===== src/rtl/piso_serializer.sv =====
// rtl/piso_serializer.sv - parallel-in serial-out transmitter with frame markers
//
// Purpose:
//    Accepts a WIDTH-bit word over a valid/ready load handshake and shifts
//    it out one bit per clock. Each word forms one frame. frame_start marks
//    the first bit and frame_last marks the final bit. A word offered during
//    the frame_last cycle is accepted there, so the bit stream has no gap.
//
// Ports:
//    clk           in   1      rising-edge clock
//    reset         in   1      synchronous, active-high reset
//    datain        in   WIDTH  parallel word, sampled only on handshake
//    load_valid    in   1      source has a word on datain
//    load_ready    out  1      serializer can accept a word this cycle
//    serial_out    out  1      current serial bit, 0 when idle
//    serial_valid  out  1      serial_out carries a data bit this cycle
//    frame_start   out  1      high with the first bit of each word
//    frame_last    out  1      high with the last bit of each word
//    busy          out  1      same as serial_valid

module piso_serializer #(
   parameter int WIDTH     = 4,
   parameter bit MSB_FIRST = 1'b1
) (
   input  logic             clk,
   input  logic             reset,
   input  logic [WIDTH-1:0] datain,
   input  logic             load_valid,
   output logic             load_ready,
   output logic             serial_out,
   output logic             serial_valid,
   output logic             frame_start,
   output logic             frame_last,
   output logic             busy
);

   localparam int            CW       = $clog2(WIDTH);
   localparam logic [CW-1:0] CNT_LAST = CW'(WIDTH - 1);

   typedef enum logic {
      ST_IDLE,
      ST_SHIFT
   } state_t;

   state_t           state_q, state_d;
   logic [WIDTH-1:0] shreg_q, shreg_d;
   logic [CW-1:0]    cnt_q,   cnt_d;

   logic in_shift;
   logic at_last;
   logic handshake;
   logic head_bit;

   // Output decode uses only registered state. The one input that reaches
   // an output is reset, which holds load_ready low while it is asserted.
   always_comb begin
      in_shift     = (state_q == ST_SHIFT);
      at_last      = in_shift && (cnt_q == CNT_LAST);
      head_bit     = MSB_FIRST ? shreg_q[WIDTH-1] : shreg_q[0];
      serial_valid = in_shift;
      busy         = in_shift;
      serial_out   = in_shift && head_bit;
      frame_start  = in_shift && (cnt_q == '0);
      frame_last   = at_last;
      load_ready   = !reset && (!in_shift || at_last);
      handshake    = load_valid && load_ready;
   end

   // A load takes priority over the end-of-frame return to IDLE. This lets
   // a word accepted on the last bit continue directly into a new frame.
   always_comb begin
      state_d = state_q;
      shreg_d = shreg_q;
      cnt_d   = cnt_q;
      if (handshake) begin
         state_d = ST_SHIFT;
         shreg_d = datain;
         cnt_d   = '0;
      end else if (in_shift) begin
         shreg_d = MSB_FIRST ? (shreg_q << 1) : (shreg_q >> 1);
         if (at_last) begin
            state_d = ST_IDLE;
            cnt_d   = '0;
         end else begin
            cnt_d = cnt_q + CW'(1);
         end
      end
   end

   always_ff @(posedge clk) begin
      if (reset) begin
         state_q <= ST_IDLE;
         shreg_q <= '0;
         cnt_q   <= '0;
      end else begin
         state_q <= state_d;
         shreg_q <= shreg_d;
         cnt_q   <= cnt_d;
      end
   end

endmodule

===== config.mk =====
export PLATFORM = sky130hd
export DESIGN_NAME = piso_serializer
export DESIGN_NICKNAME = d
export VERILOG_FILES = /design/src/rtl/piso_serializer.sv
export SDC_FILE = /design/constraint.sdc
export NUM_CORES = 1
export LEC_CHECK = 0
export ABC_AREA = 1
export CAP_MARGIN = 10
export CORE_MARGIN = 2
export CORE_UTILIZATION = 25
export CTS_CLUSTER_DIAMETER = 200
export DETAILED_ROUTE_END_ITERATION = 10
export PLACE_DENSITY_LB_ADDON = 0.08
export SLEW_MARGIN = 40
export SYNTH_ARGS = -nofsm -noshare
export SYNTH_HDL_FRONTEND = slang
export SYNTH_SLANG_ARGS = --single-unit

===== constraint.sdc =====
create_clock -name clk -period 1.65 [get_ports clk]
set_input_delay 0.33 -clock clk [delete_from_list [all_inputs] [get_ports clk]]
set_output_delay 0.33 -clock clk [all_outputs]
set_load 0.02 [all_outputs]

==> metrics.csv <==
stage,metric,value,unit
worst_setup_path,Crit path arrival time,1230,ps
clocking,clk slew on worst S/H paths,50,ps
die,Initial Utilization,0.2701,
worst_setup_path,critical path peak fanout,3,
global_routing,total track usage,0.1093,
final_layout,fin util,0.3949,
worst_setup_path,worst r2r dst,shreg_q[1],
timing,Tcrit/Tclk final,0.9464,
die,Rows,14,
routing,routed len/inst,9.538,microns
die,Total Die Area,1987,sq um
worst_setup_path,crit start category,flip-flop,
clocking,CTS H-tree depth,1,
final_layout,area grow syn2layout,46.20,%
global_routing,initial antenna violation count,0,
clocking,clk buf depth,2,
die,area of the core,1524,sq um
clocking,Root Buffer,clkbuf_4,
worst_setup_path,CP Launch Point,cnt_q[0],
clocking,later-pin clock latency in the skew report,260,ps
timing,final setup TNS,0,ps
routing,DR iter-0 viols,2,
timing,RSZ-0062 raised after global routing,false,
worst_setup_path,CP max stage delay,330,ps
clocking,post-CTS setup buffer count,0,
pwr,Worst VDD drop,0.4185,mV
timing,Final Hold Violating Endpoints,0,
flow_run,Max Cap Viol,0,
timing,clk_skew,1.900,ps
final_layout,diode count,0,
worst_setup_path,CP Capture Type,output port,
synthesis,Post-synth EDFFs,0,
clocking,CTS Buf Count,3,
synthesis,synthesis-stage register bit count,7,
synthesis,Mapped Cells,58,
die,Die W,44.58,microns
timing,Slew headroom,0.8219,
clocking,Post-CTS Hold Fix Bufs,0,
timing,Max Slew Vio Count,0,
timing,min Tclk post-route,1562,ps
final_layout,Final nets,87,
synthesis,Yosys cell types,15,
placed_design,gpl congestion,0.7326,
routing,WL final,887,microns
synthesis,predominant post-synthesis flop cell,dfxtp_1,
worst_setup_path,CP Cell Sequence,inv_1 > ha_1 > nand2_1 > inv_2 > dlygate4sd2_1,
placed_design,Port Buffers,12,
worst_setup_path,Reg-to-Reg Start,cnt_q[0],
hold_path,worst hold path type,reg -> reg,
synthesis,register area share after synthesis,0.3404,
worst_setup_path,R2R setup slack,470,ps
clocking,CTS tree,built,
timing,hold_ws,472.6,ps
global_routing,vias in the first global route,360,
pwr,Pleak,0.2987,nW
synthesis,yosys warns,0,
pwr,Power Dens Cells,753.0,nW/um^2
worst_setup_path,CP Class,reg -> out,
routing,DRT Pass-1 Iters,4,
clocking,clock sink count,7,
routing,post-route ant nets,0,
worst_setup_path,Buf/Inv on CP,3,
synthesis,"FFs w/ async S/R, synth",0,
final_layout,"commonest non-fill, non-tap cells in the layout","15 x nand2_1, 7 x inv_1, 7 x a21oi_1",
synthesis,Syn Area/Cell,7.097,sq um
die,DIE HEIGHT,44.58,microns
worst_setup_path,Crit-path slowest cell,dfxtp_2,
synthesis,synthesized area,411.6,sq um
global_routing,grt ovf,0,
run_status,status,completed,
routing,Post-route DRC,0,
final_layout,"commonest non-fill, non-tap cell in the layout",nand2_1,
routing,via count,409,
worst_setup_path,R2R cell count,8,
die,Top Ports,13,
worst_setup_path,"Req. time, crit path",1320,ps
timing,Max Freq,0.6404,GHz
timing,Final setup viols,0,
timing,measured slew at the worst slew-check pin,266.4,ps
global_routing,pin count of the biggest net entering global routing,10,
worst_setup_path,"CP delay by family, top",buffers and inverters,
timing,worst setup margin,88.41,ps
worst_setup_path,Worst Setup EP,frame_start,
synthesis,post-synth net total,67,
global_routing,first-pass GRT wire length,1.511,mm
worst_setup_path,WP depth,5,
placed_design,Post-Place Worst Slack,-223.2,ps
final_layout,fraction of layout cells with a size suffix above 1,0.2338,
routing,routed vias/inst,4.398,
-- worst reg2reg max path: stages, from the launching register on --
cell     delay, ps
dfxtp_2        330
ha_2           200
buf_4          110
inv_2           30
nand2_4         80
nand3_4        120
nand2_1         90
nand2_1         50
a21oi_1        120
-- cells by family (layout without fill, tap and decap cells) --
logic type / count (synthesis) / after routing / synth area share
AO/OA/AOI/OAI: 7 / 7 / 0.08510
adder cells (fa/ha/maj): 2 / 2 / 0.06078
buffers and inverters: 13 / 32 / 0.1581
flip-flops: 7 / 7 / 0.3404
AND/OR/NAND/NOR: 29 / 29 / 0.3556
-- synth_stat cells, types with 2 or more instances --
cell,number,area (sq um)
nand3_1,5,25.02
inv_2,3,11.26
nor2_1,3,11.26
nand4_1,3,18.77
nand2_1,15,56.30
ha_1,2,25.02
a21oi_1,7,35.03
dfxtp_1,7,140.1
inv_1,7,26.28
-- where the power goes --
group          switching, mW  internal (mW)  total, mW
Clock                 0.0696         0.0927      0.162
Combinational         0.0551         0.0494      0.105
Sequential           0.00619          0.180      0.186
Total                  0.131          0.322      0.453
-- layer usage --
metal / share of wire / up-vias / track usage
li1: - / 223 / -
met1: 0.48 / 169 / 0.1369
met2: 0.42 / 12 / 0.1565
met3: 0.057 / 5 / 0.01224
met4: 0.043 / 0 / 0.1091
met5: 0 / - / 0
-- what timing repair did --
item,4_1_cts,5_1_grt
endpoints found under the setup margin,6,3
cloned,0,0
resized for setup,8,3
-- through the flow --
stage | total power, mW | area [sq um] | std cells
global route | 0.4791 | 601.8 | 93
global placement | 0.3016 | 583.1 | 89
detailed placement | 0.3021 | 583.1 | 89
floorplan | 0.2494 | 411.6 | 58
CTS | 0.4616 | 604.3 | 93
finish | 0.4532 | 601.8 | 93
-- cell type report --
cell class / instances / area (sq um)
flip-flops and latches: 7 / 141.4
repair buffers: 17 / 158.9
multi-input cells: 38 / 209.0
well taps: 16 / 20.02
fillers: 163 / 922.1
clock buffers: 4 / 26.28
inverters: 11 / 46.29
-- worst min path at each step --
stage                from          to  depth (start not counted)
3_3_place_gp     cnt_q[0]    cnt_q[0]                          2
5_1_grt          cnt_q[0]    cnt_q[0]                          2
4_1_cts        shreg_q[2]  shreg_q[2]                          2
2_1_floorplan       reset        busy                          1
3_5_place_dp   shreg_q[2]  shreg_q[2]                          2
6_report         cnt_q[0]    cnt_q[0]                          2
-- registers in the layout, summed over array words and instances (netlist names) --
register and cells:
busy 1, cnt_q 2, shreg_q 4
Note: power is estimated with default switching activity, not from simulation.
